$ cat config.mk
export PLATFORM = sky130hd
export DESIGN_NAME = fetch_unit_flat
export DESIGN_NICKNAME = d
export VERILOG_FILES = /design/src/rtl/fetch_pkg.sv /design/src/rtl/fetch_if.sv /design/src/rtl/fetch_fifo.sv /design/src/rtl/fetch_unit.sv /design/src/flat_wrapper.sv
export SDC_FILE = /design/constraint.sdc
export NUM_CORES = 1
export LEC_CHECK = 0
export ABC_AREA = 0
export CELL_PAD_IN_SITES_DETAIL_PLACEMENT = 1
export CELL_PAD_IN_SITES_GLOBAL_PLACEMENT = 2
export CORE_MARGIN = 2
export CORE_UTILIZATION = 43
export CTS_CLUSTER_SIZE = 16
export DETAILED_ROUTE_END_ITERATION = 7
export DONT_BUFFER_PORTS = 1
export GPL_TIMING_DRIVEN = 0
export HOLD_SLACK_MARGIN = 0.05
export PLACE_DENSITY = 0.88
export SLEW_MARGIN = 20
export SYNTH_ARGS = -nofsm -noshare
export SYNTH_HDL_FRONTEND = slang
export SYNTH_SLANG_ARGS = --single-unit
$ cat constraint.sdc
create_clock -name clk -period 7.9 [get_ports clk]
set_clock_uncertainty 0.15 [all_clocks]
set_input_delay 1.185 -clock clk [delete_from_list [all_inputs] [get_ports clk]]
set_output_delay 1.185 -clock clk [all_outputs]
set_load 0.01 [all_outputs]
$ cat src/rtl/fetch_pkg.sv
// Shared constants and types for the instruction fetch stage.
package fetch_pkg;

    localparam int XLEN        = 32;
    localparam int INSTR_BYTES = 4;
    localparam logic [XLEN-1:0] NOP_INSTR = 32'h0000_0013;

    typedef enum logic [1:0] {
        BOOT  = 2'd0,
        RUN   = 2'd1,
        FLUSH = 2'd2
    } fetch_state_t;

    typedef struct packed {
        logic [XLEN-1:0] pc;
        logic [XLEN-1:0] data;
    } fetch_entry_t;

endpackage

$ cat src/rtl/fetch_if.sv
// Bundle of the fetch stage's memory request/response, decode and redirect signals.
// Every valid/ready pair transfers on a cycle where both are high at the rising clock edge;
// imem_rsp_valid has no ready (always accepted) and redirect_valid is a one-cycle pulse.
interface fetch_if;

    logic                       imem_req_valid;
    logic                       imem_req_ready;
    logic [fetch_pkg::XLEN-1:0] imem_req_addr;
    logic                       imem_rsp_valid;
    logic [fetch_pkg::XLEN-1:0] imem_rsp_data;
    logic                       instr_valid;
    logic                       instr_ready;
    logic [fetch_pkg::XLEN-1:0] instr_data;
    logic [fetch_pkg::XLEN-1:0] instr_pc;
    logic                       redirect_valid;
    logic [fetch_pkg::XLEN-1:0] redirect_pc;

    modport master (
        output imem_req_valid, imem_req_addr, instr_valid, instr_data, instr_pc,
        input  imem_req_ready, imem_rsp_valid, imem_rsp_data, instr_ready,
               redirect_valid, redirect_pc
    );

    modport slave (
        input  imem_req_valid, imem_req_addr, instr_valid, instr_data, instr_pc,
        output imem_req_ready, imem_rsp_valid, imem_rsp_data, instr_ready,
               redirect_valid, redirect_pc
    );

endinterface

$ cat src/rtl/fetch_fifo.sv
// Synchronous FIFO of fetch entries with flush; a push into a full FIFO is taken
// when a pop happens in the same cycle. Head reads as zero while empty.
module fetch_fifo
    import fetch_pkg::*;
#(
    parameter  int DEPTH = 2,
    localparam int CW    = $clog2(DEPTH + 1)
) (
    input  logic          clk,
    input  logic          rst_n,
    input  logic          flush,
    input  logic          push,
    input  fetch_entry_t  push_entry,
    input  logic          pop,
    output fetch_entry_t  head,
    output logic [CW-1:0] count
);

    localparam int PW = (DEPTH > 1) ? $clog2(DEPTH) : 1;

    fetch_entry_t  mem_q [DEPTH];
    logic [PW-1:0] rd_ptr_q;
    logic [PW-1:0] wr_ptr_q;
    logic [CW-1:0] count_q;
    logic          do_push;
    logic          do_pop;

    function automatic logic [PW-1:0] ptr_inc(input logic [PW-1:0] p);
        return (p == PW'(DEPTH - 1)) ? '0 : p + PW'(1);
    endfunction

    assign do_pop  = pop && (count_q != '0);
    assign do_push = push && ((count_q != CW'(DEPTH)) || do_pop);

    always_ff @(posedge clk) begin
        if (!rst_n || flush) begin
            rd_ptr_q <= '0;
            wr_ptr_q <= '0;
            count_q  <= '0;
        end else begin
            if (do_push) wr_ptr_q <= ptr_inc(wr_ptr_q);
            if (do_pop)  rd_ptr_q <= ptr_inc(rd_ptr_q);
            unique case ({do_push, do_pop})
                2'b10:   count_q <= count_q + CW'(1);
                2'b01:   count_q <= count_q - CW'(1);
                default: count_q <= count_q;
            endcase
        end
    end

    // Storage needs no reset: head is masked while the FIFO is empty.
    always_ff @(posedge clk) begin
        if (do_push) mem_q[wr_ptr_q] <= push_entry;
    end

    assign head  = (count_q == '0) ? '0 : mem_q[rd_ptr_q];
    assign count = count_q;

endmodule

$ cat src/rtl/fetch_unit.sv
// Instruction fetch stage: credit-limited word requests, in-order responses, PC-tagged
// instruction buffer and redirect flush. Define FETCH_PERF_EN to add performance counters.
module fetch_unit
    import fetch_pkg::*;
#(
    parameter logic [31:0] RESET_PC        = 32'h0000_0000,
    parameter int          BUF_DEPTH       = 2,
    parameter int          MAX_OUTSTANDING = 2
) (
    input  logic         clk,
    input  logic         rst_n,
    fetch_if.master      bus,
    output fetch_state_t dbg_state
`ifdef FETCH_PERF_EN
    ,
    output logic [31:0]  perf_fetched,
    output logic [31:0]  perf_dropped,
    output logic [31:0]  perf_stall
`endif
);

    localparam int OW  = $clog2(MAX_OUTSTANDING + 1);
    localparam int BCW = $clog2(BUF_DEPTH + 1);

    fetch_state_t  state_q, state_d;
    logic [31:0]   fetch_pc_q, fetch_pc_d;
    logic [OW-1:0] outstanding_q, outstanding_d;
    logic [OW-1:0] drop_cnt_q, drop_cnt_d;

    logic [BCW-1:0] buf_count;
    logic [OW-1:0]  tag_count;
    fetch_entry_t   buf_head, buf_entry, tag_head, tag_entry;
    logic [31:0]    credit_used;
    logic           issue_ok, req_fire, rsp_fire, rsp_stale, buf_push, buf_pop;
    logic           unused_tag;

    // Live in-flight words plus buffered words never exceed the buffer size,
    // so every non-stale response is guaranteed a slot.
    assign credit_used = 32'(outstanding_q) - 32'(drop_cnt_q) + 32'(buf_count);
    assign issue_ok    = (state_q != BOOT) && !bus.redirect_valid
                      && (outstanding_q < OW'(MAX_OUTSTANDING))
                      && (credit_used < 32'(BUF_DEPTH));
    assign req_fire    = issue_ok && bus.imem_req_ready;
    assign rsp_fire    = bus.imem_rsp_valid && (outstanding_q != '0);
    assign rsp_stale   = rsp_fire && (bus.redirect_valid || (drop_cnt_q != '0));
    assign buf_push    = rsp_fire && !rsp_stale;
    assign buf_pop     = bus.instr_valid && bus.instr_ready && !bus.redirect_valid;

    assign tag_entry = '{pc: fetch_pc_q, data: NOP_INSTR};
    assign buf_entry = '{pc: tag_head.pc, data: bus.imem_rsp_data};

    always_comb begin
        state_d       = state_q;
        fetch_pc_d    = fetch_pc_q;
        drop_cnt_d    = drop_cnt_q;
        outstanding_d = outstanding_q + OW'(req_fire) - OW'(rsp_fire);
        if (req_fire) fetch_pc_d = fetch_pc_q + 32'(INSTR_BYTES);
        if (rsp_fire && (drop_cnt_q != '0)) drop_cnt_d = drop_cnt_q - OW'(1);
        unique case (state_q)
            BOOT:    state_d = RUN;
            RUN:     state_d = RUN;
            FLUSH:   if (drop_cnt_d == '0) state_d = RUN;
            default: state_d = BOOT;
        endcase
        // Redirect overrides everything; whatever is still in flight becomes stale.
        if (bus.redirect_valid) begin
            fetch_pc_d = {bus.redirect_pc[31:2], 2'b00};
            drop_cnt_d = outstanding_d;
            state_d    = (outstanding_d != '0) ? FLUSH : RUN;
        end
    end

    always_ff @(posedge clk) begin
        if (!rst_n) begin
            state_q       <= BOOT;
            fetch_pc_q    <= RESET_PC;
            outstanding_q <= '0;
            drop_cnt_q    <= '0;
        end else begin
            state_q       <= state_d;
            fetch_pc_q    <= fetch_pc_d;
            outstanding_q <= outstanding_d;
            drop_cnt_q    <= drop_cnt_d;
        end
    end

    fetch_fifo #(.DEPTH(BUF_DEPTH)) u_instr_buf (
        .clk        (clk),
        .rst_n      (rst_n),
        .flush      (bus.redirect_valid),
        .push       (buf_push),
        .push_entry (buf_entry),
        .pop        (buf_pop),
        .head       (buf_head),
        .count      (buf_count)
    );

    // Tags are not flushed on redirect: stale responses still pop their tag.
    fetch_fifo #(.DEPTH(MAX_OUTSTANDING)) u_pc_tags (
        .clk        (clk),
        .rst_n      (rst_n),
        .flush      (1'b0),
        .push       (req_fire),
        .push_entry (tag_entry),
        .pop        (rsp_fire),
        .head       (tag_head),
        .count      (tag_count)
    );

    assign unused_tag = ^{tag_head.data, tag_count};

    assign bus.imem_req_valid = issue_ok;
    assign bus.imem_req_addr  = fetch_pc_q;
    assign bus.instr_valid    = (buf_count != '0);
    assign bus.instr_data     = buf_head.data;
    assign bus.instr_pc       = buf_head.pc;
    assign dbg_state          = state_q;

`ifdef FETCH_PERF_EN
    always_ff @(posedge clk) begin
        if (!rst_n) begin
            perf_fetched <= '0;
            perf_dropped <= '0;
            perf_stall   <= '0;
        end else begin
            if (buf_push && (perf_fetched != '1)) perf_fetched <= perf_fetched + 32'd1;
            if (rsp_stale && (perf_dropped != '1)) perf_dropped <= perf_dropped + 32'd1;
            if ((state_q != BOOT) && bus.instr_ready && !bus.instr_valid && (perf_stall != '1))
                perf_stall <= perf_stall + 32'd1;
        end
    end
`endif

    rsp_without_request_a: assert property (@(posedge clk) disable iff (!rst_n)
        !(bus.imem_rsp_valid && (outstanding_q == '0)))
        else $error("imem response arrived with no request outstanding");

endmodule

$ cat src/flat_wrapper.sv
// flat-port wrapper written by rule: the top's interface ports become plain ports
module fetch_unit_flat import fetch_pkg::*;
#(
    parameter logic [31:0] RESET_PC        = 32'h0000_0000,
    parameter int          BUF_DEPTH       = 2,
    parameter int          MAX_OUTSTANDING = 2
)
  (clk, rst_n, dbg_state, bus_imem_req_valid, bus_imem_req_addr, bus_instr_valid, bus_instr_data, bus_instr_pc, bus_imem_req_ready, bus_imem_rsp_valid, bus_imem_rsp_data, bus_instr_ready, bus_redirect_valid, bus_redirect_pc);
  fetch_if bus_i ();
  input  logic clk;
  input  logic rst_n;
  output fetch_state_t dbg_state;
  output wire logic [$bits(bus_i.imem_req_valid)-1:0] bus_imem_req_valid;
  output wire logic [$bits(bus_i.imem_req_addr)-1:0] bus_imem_req_addr;
  output wire logic [$bits(bus_i.instr_valid)-1:0] bus_instr_valid;
  output wire logic [$bits(bus_i.instr_data)-1:0] bus_instr_data;
  output wire logic [$bits(bus_i.instr_pc)-1:0] bus_instr_pc;
  input wire logic [$bits(bus_i.imem_req_ready)-1:0] bus_imem_req_ready;
  input wire logic [$bits(bus_i.imem_rsp_valid)-1:0] bus_imem_rsp_valid;
  input wire logic [$bits(bus_i.imem_rsp_data)-1:0] bus_imem_rsp_data;
  input wire logic [$bits(bus_i.instr_ready)-1:0] bus_instr_ready;
  input wire logic [$bits(bus_i.redirect_valid)-1:0] bus_redirect_valid;
  input wire logic [$bits(bus_i.redirect_pc)-1:0] bus_redirect_pc;
  assign bus_imem_req_valid = bus_i.imem_req_valid;
  assign bus_imem_req_addr = bus_i.imem_req_addr;
  assign bus_instr_valid = bus_i.instr_valid;
  assign bus_instr_data = bus_i.instr_data;
  assign bus_instr_pc = bus_i.instr_pc;
  assign bus_i.imem_req_ready = bus_imem_req_ready;
  assign bus_i.imem_rsp_valid = bus_imem_rsp_valid;
  assign bus_i.imem_rsp_data = bus_imem_rsp_data;
  assign bus_i.instr_ready = bus_instr_ready;
  assign bus_i.redirect_valid = bus_redirect_valid;
  assign bus_i.redirect_pc = bus_redirect_pc;
  fetch_unit #(.RESET_PC(RESET_PC), .BUF_DEPTH(BUF_DEPTH), .MAX_OUTSTANDING(MAX_OUTSTANDING)) u_core (.clk(clk), .rst_n(rst_n), .bus(bus_i), .dbg_state(dbg_state));
endmodule
# Word level (Yosys, flattened, before mapping)
# Memory sizes are Yosys's and may differ from the RTL's. A register that Yosys moved wholly into a read port is not among the register bits.
# Index checks and enable logic that the tools add are counted.
[word_totals]
ff_bits = 46
output_inout_bits = 100
wordCells = 99
mem_bits_rw = 192
inputBits = 70
mem_count = 2
[memory_table]
columns = ["memory", "words", "word_bits", "rd", "rd_clocked_by_memory_dff", "wr", "line_no", "rtl"]
rows = [
  ["u_core.u_instr_buf.mem_q", 2, 64, 1, 1, 1, "fetch_fifo.sv:21", "fetch_entry_t mem_q [DEPTH];"],
  ["u_core.u_pc_tags.mem_q", 2, 32, 1, 1, 1, "fetch_fifo.sv:21", ""],
]
[classes]
n_lt_le_gt_ge = 2
n_addsub = 14
reduce_logical = 36
n_eq_ne = 9
bitwise = 1
mux = 24
[op_table]
columns = ["operator", "count"]
rows = [
  ["two-way mux 64 bit", 2],
  ["two-way mux 32 bit", 2],
  ["adder 32 x 2 -> 32 bit", 1],
  ["adder 32 x 3 -> 32 bit (second input constant)", 1],
  ["< comparator 32 x 2 -> 1 bit (second input constant)", 1],
  ["nonzero test 2 bit", 9],
  ["logical AND 1 bit", 14],
  ["two-way mux 1 bit", 12],
  ["case mux 2 bit (2 select lines)", 3],
  ["two-way mux 2 bit", 5],
  ["logical NOT 2 bit", 4],
  ["equality test 2 x 1 -> 1 bit (second input constant)", 3],
  ["equality test 2 bit (second input constant)", 3],
  ["subtractor 2 x 1 -> 2 bit (second input constant)", 3],
  ["adder 1 bit (second input constant)", 4],
  ["adder 2 x 1 -> 2 bit (second input constant)", 2],
  ["logical OR 1 bit", 4],
  ["!= test 2 bit (second input constant)", 2],
  ["OR reduction 2 bit", 2],
  ["logical NOT 1 bit", 3],
  ["!= test 3 x 2 -> 1 bit (second input constant)", 1],
  ["subtractor 2 x 2 -> 3 bit", 1],
  ["adder 2 x 1 -> 2 bit", 1],
  ["< comparator 2 bit (second input constant)", 1],
  ["other kinds (2)", 2],
]

# Logic depth before layout (Yosys ltp)
[logic_depth]
ltp_word = 10
mapped_depth = 15
mapped_depth_nobuf = 13

# Cells and area by module
# Synthesis repeated with hierarchy kept, for this count alone.
[unflattened]
cells_unflattened = 900
hier_area_um2 = 12514.5
[modules_own_cells]
columns = ["module", "cells_per_inst", "instances", "area_per_inst_um2", "seq_area_each_um2"]
rows = [
  ["fetch_fifo", 301, 2, 5079.9, 3943.8],
  ["fetch_unit", 298, 1, 2354.8, 720.7],
]

# Worst setup path before layout
# OpenSTA, ideal clock, no wires.
[synth_path]
path_kind = "input-to-reg"
startpoint = "input bus_imem_rsp_valid"
endpoint = "memory u_core.u_instr_buf.mem_q[1][0] in the netlist's numbering (enable)"
t_arrival_ps = 6251
setup_time_ps = 571
slack_ps = 928
n_path_buf = 0
required_time_ps = 7179
path_stages = 4
path_cell_list = "o21ai_1 > inv_1 > o311ai_0 > nor3b_1"
[synth_between]
elab_chain_len = 7
[synth_rtl]
columns = ["element", "line_no", "rtl"]
rows = [
  ["start: declaration", "flat_wrapper.sv:19", "input wire logic [$bits(bus_i.imem_rsp_valid)-1:0] bus_imem_rsp_valid;"],
  ["logical AND 1 bit *", "fetch_unit.sv:44", "assign rsp_fire = bus.imem_rsp_valid && (outstanding_q != '0);"],
  ["logical AND 1 bit", "fetch_unit.sv:45", "assign rsp_stale = rsp_fire && (bus.redirect_valid || (drop_cnt_q != '0));"],
  ["logical NOT 1 bit", "fetch_unit.sv:46", "assign buf_push = rsp_fire && !rsp_stale;"],
  ["logical AND 1 bit *", "fetch_unit.sv:46", ""],
  ["logical AND 1 bit *", "fetch_fifo.sv:33", "assign do_push = push && ((count_q != CW'(DEPTH)) || do_pop);"],
  ["two-way mux 1 bit *", "fetch_fifo.sv:53", "if (do_push) mem_q[wr_ptr_q] <= push_entry;"],
  ["two-way mux 1 bit (implied by the code) *", "fetch_fifo.sv:53", ""],
  ["end: declaration", "fetch_fifo.sv:21", ""],
]
# Mark *: on every way between the ends. The rest lies on a longest branch, timed or not.

# Final worst setup path
[layout_path]
startpoint = "register u_core.outstanding_q[0]"
endpoint = "memory u_core.u_pc_tags.mem_q[1][13] in the netlist's numbering (enable)"
[layout_between]
elab_chain_len = 8
elab_cells_between_ends = 14
cone_classes = "add/sub (2); order compare (2); mux (2); reduce/logical (8)"
[layout_rtl]
columns = ["element", "line_no", "rtl"]
rows = [
  ["start: declaration", "fetch_unit.sv:27", "logic [OW-1:0] outstanding_q, outstanding_d;"],
  ["start signal: assignment", "fetch_unit.sv:82", "outstanding_q <= outstanding_d;"],
  ["subtractor 2 x 2 -> 3 bit", "fetch_unit.sv:39", "assign credit_used = 32'(outstanding_q) - 32'(drop_cnt_q) + 32'(buf_count);"],
  ["adder 32 x 2 -> 32 bit", "fetch_unit.sv:39", ""],
  ["< comparator 32 x 2 -> 1 bit", "fetch_unit.sv:42", "&& (credit_used < 32'(BUF_DEPTH));"],
  ["logical AND 1 bit", "fetch_unit.sv:42", ""],
  ["logical AND 1 bit", "fetch_unit.sv:43", "assign req_fire = issue_ok && bus.imem_req_ready;"],
  ["logical AND 1 bit *", "fetch_fifo.sv:33", ""],
  ["two-way mux 1 bit *", "fetch_fifo.sv:53", ""],
  ["two-way mux 1 bit (implied by the code) *", "fetch_fifo.sv:53", ""],
  ["end: declaration", "fetch_fifo.sv:21", ""],
]
# Marks and branches as above.

==> impl_metrics.toml <==
[yosys]
netlist_area_um2 = 9678
synthAdderAreaFrac_pct = 1.707
async_reset_ff_share_pct = 0
synth_top_area_share_pct = 57.09
ys_ff_latch = 230
yosys.area.top_type = "edfxtp_1"
synth_top_cells_by_count = "184 x edfxtp_1, 134 x nor2_1, 96 x mux2i_1, 46 x dfxtp_1, 30 x a21oi_1"
synth_mux_area_share_pct = 9.929
ys_seq_area_share_pct = 66.61
synthCells = 751
synth-simple-area-share_pct = 11.45
synth.avg_cell_area_um2 = 12.89
yosysUniqueCellTypes = 57
synth_top_family_by_area = "simple AND/OR/NAND/NOR gates"
synth_compound_area_share_pct = 6.425
synth_top_flop_cell = "edfxtp_1"
synthMostInstantiatedCell = "edfxtp_1"
synth_edf_count = 184
yosys_warnings = 0
synth-xor-area-share_pct = 1.176
synth_area_leaders = "edfxtp_1 57%, mux2i_1 9.9%, dfxtp_1 9.5%, nor2_1 5.2%, a21oi_1 1.6%"

[worst_setup_path]
start_kind = "flop"
worst_ep_arrival_time_ns = 4.88
worstPathCellList = "inv_1, ha_1, fa_1, inv_1, ha_1, and2_1, o21ai_0, ha_1, or4b_1, nor4_1, clkbuf_1, and3_2"
worst_setup_path_end_kind = "flop"
slowest_delay_ns = 0.82
crit_top_cell = "ha_1"
worst_ep_required_time_ns = 7.89
crit_path_max_fanout = 30
crit_type = "reg2reg"
slowest_stage = "and3_2"
rrSetupSlack_ns = 3.02

[floorplan]
ios = 170
core_region_area_um2 = 21960
row_count = 54
die_h_um = 154.0
initial_core_util_pct = 44.07
die_w_um = 154.0
die_area_um2 = 23720

[global_route]
grt_usage_pct = 20.94
grt.overflow.total = 0
grt_max_degree = 31
first_global_vias = 6581
grt_pass1_wl_mm = 38.38
antenna_found_initial = 1

[timing]
rsz0062_at_grt = "no"
final_hold_viol_count = 0
worst_pin_slew_ns = 0.8709
relSlewSlack_pct = 41.20
slew_viol_final = 0
setup_viol_count_final = 0
period_minus_slack_ns = 4.885
fin_hold_ws_ns = 0.3591
fmax_mhz = 204.7
fin_crit_sh_pct = 61.83

[drt]
wl_mm = 24.81
final_antenna_net_count = 0
dr.pass1.iters = 4
routed-via-count = 6131
drt-initial-drc-count = 414
routedWlPerCell_um = 22.62
drc = 0
avgViaCountPerCell = 5.589

[cells_and_area]
n_fill_cell = 2241
fin_area_um2 = 11120
syn_to_final_growth_pct = 14.88
fin_nets = 878
drive_above_1_share_pct = 9.191
fin_cells = 1097

[clock_network]
post-cts-setup-buffer-count = 0
path_clk_slew_ns = 0.06
tritoncts.num_buffers = 26
post_cts_resized = 0
cts.sinks = 230
hold_buffers = 0
tritoncts = "done"
cts_buffer_depth = 3
htree_levels = 1
clock_latency_ns = 0.52
clock-root-buffer = "clkbuf_16"

[placed_design]
hpwl_mm = 17.91
dp.cells = 1048
place.gp.congestion = 0.8211
placed_area_um2 = 10200
numPortBuffers = 0

[pwr]
p_int_w = 0.002215
total_leakage_power_nw = 3.666
pwr-share-seq_pct = 48.5
power_density_nw_per_um2 = 258.7
swShare_pct = 23.00
pwr-share-clk_pct = 43.8
ir_worst_vdd_mv = 0.1173
switchingPower_w = 0.0006615
combPwrFrac_pct = 7.7

[run_status]
status = "finished, final reports clean"

[run]
maxCapViolations = 0

[min_path]
worstHoldPathType = "reg2reg"
sequential cells by signal, indices dropped and copies added (netlist names), named ones only:
signal / cells
u_core.u_instr_buf.mem_q: 124
u_core.u_pc_tags.mem_q: 60
u_core.bus.imem_req_addr: 30
u_core.dbg_state: 2
u_core.drop_cnt_q: 2
u_core.outstanding_q: 2
u_core.u_instr_buf.count: 2
u_core.u_pc_tags.count: 2
u_core.u_instr_buf.rd_ptr_q: 1
u_core.u_instr_buf.wr_ptr_q: 1
u_core.u_pc_tags.rd_ptr_q: 1
u_core.u_pc_tags.wr_ptr_q: 1
critical path, delay by kind of cell, from the launching register on:
| kind | cells | cell delay, ns |
|---|---|---|
| compound gates | 1 | 0.26 |
| fa+ha+maj | 4 | 1.09 |
| buf+inv | 3 | 0.64 |
| flops | 1 | 0.35 |
| simple gates | 4 | 2.01 |
power by group through the flow:
stage	registers (W)	logic [W]	clock network, W
after floorplan	0.00141	0.000158	0
after global placement	0.00142	0.000198	0
final	0.00139	0.000223	0.00126
after CTS	0.00139	0.000225	0.00129
after global routing	0.00140	0.000253	0.00133
after detailed placement	0.00142	0.000223	0
worst paths after layout:
path	startpoint	to	cells past startpoint
setup / recovery	u_core.outstanding_q[0]	u_core.u_pc_tags.mem_q[1][13]	12
hold / removal	u_core.u_instr_buf.rd_ptr_q	u_core.u_instr_buf.rd_ptr_q	2
setup reg to reg	u_core.outstanding_q[0]	u_core.u_pc_tags.mem_q[1][13]	12
hold reg to reg	u_core.u_instr_buf.rd_ptr_q	u_core.u_instr_buf.rd_ptr_q	2
metal layers:
layer,part of all wire [%],global-route usage [%],up-vias,wire length [µm]
met4,2.1,5.919,0,527
met2,50,37.22,206,12470
li1,-,-,2855,-
met1,39,24.25,3031,9612
met3,8.9,6.821,39,2200
met5,0,0,-,0
per-stage QoR:
stage | TNS [ns] | power, W | util, % | setup WS (ns)
after global routing | 0 | 0.002985 | 50.62 | 2.625
after global placement | -170.14 | 0.001622 | 45.72 | -1.615
after CTS | 0 | 0.002905 | 50.62 | 2.963
after detailed placement | 0 | 0.001643 | 46.46 | 3.001
final | 0 | 0.002876 | 50.63 | 3.015
after floorplan | 0 | 0.001566 | - | 0.9282
cell usage in the layout (no fill, tap or decap), types with 17 or more instances in the layout:
master	count
mux2i_1	96
a21oi_1	30
nand2_1	29
edfxtp_1	184
nand3_1	17
dfxtp_1	46
nor2_1	132
clkbuf_16	27
o21ai_0	25
clkbuf_1	31
logic make-up (layout without fill, tap and decap cells):
logic type | count (synthesis) | in the layout
and+or+nand+nor | 240 | 240
DFF | 230 | 230
AOI/OAI and AO/OA | 99 | 99
muxes | 96 | 96
buffers and inverters | 60 | 122
xor gates and xnor gates | 13 | 13
adders and majority gates | 12 | 12
other | 1 | 5
area by class of cell:
| cell class | instances | area (µm²) | area share [%] |
|---|---|---|---|
| Timing Repair Buffer | 14 | 136.4 | 1.227 |
| Clock buffer | 33 | 728.2 | 6.550 |
| Sequential cell | 230 | 6446 | 57.98 |
| Antenna cell | 1 | 2.502 | 0.02251 |
| Inverter | 17 | 63.81 | 0.5739 |
| Buffer | 43 | 193.9 | 1.744 |
| Tap cell | 280 | 350.3 | 3.151 |
| Clock inverter | 15 | 185.2 | 1.666 |
| Multi-Input combinational cell | 464 | 3012 | 27.09 |
(Power assumes the default switching activity.)
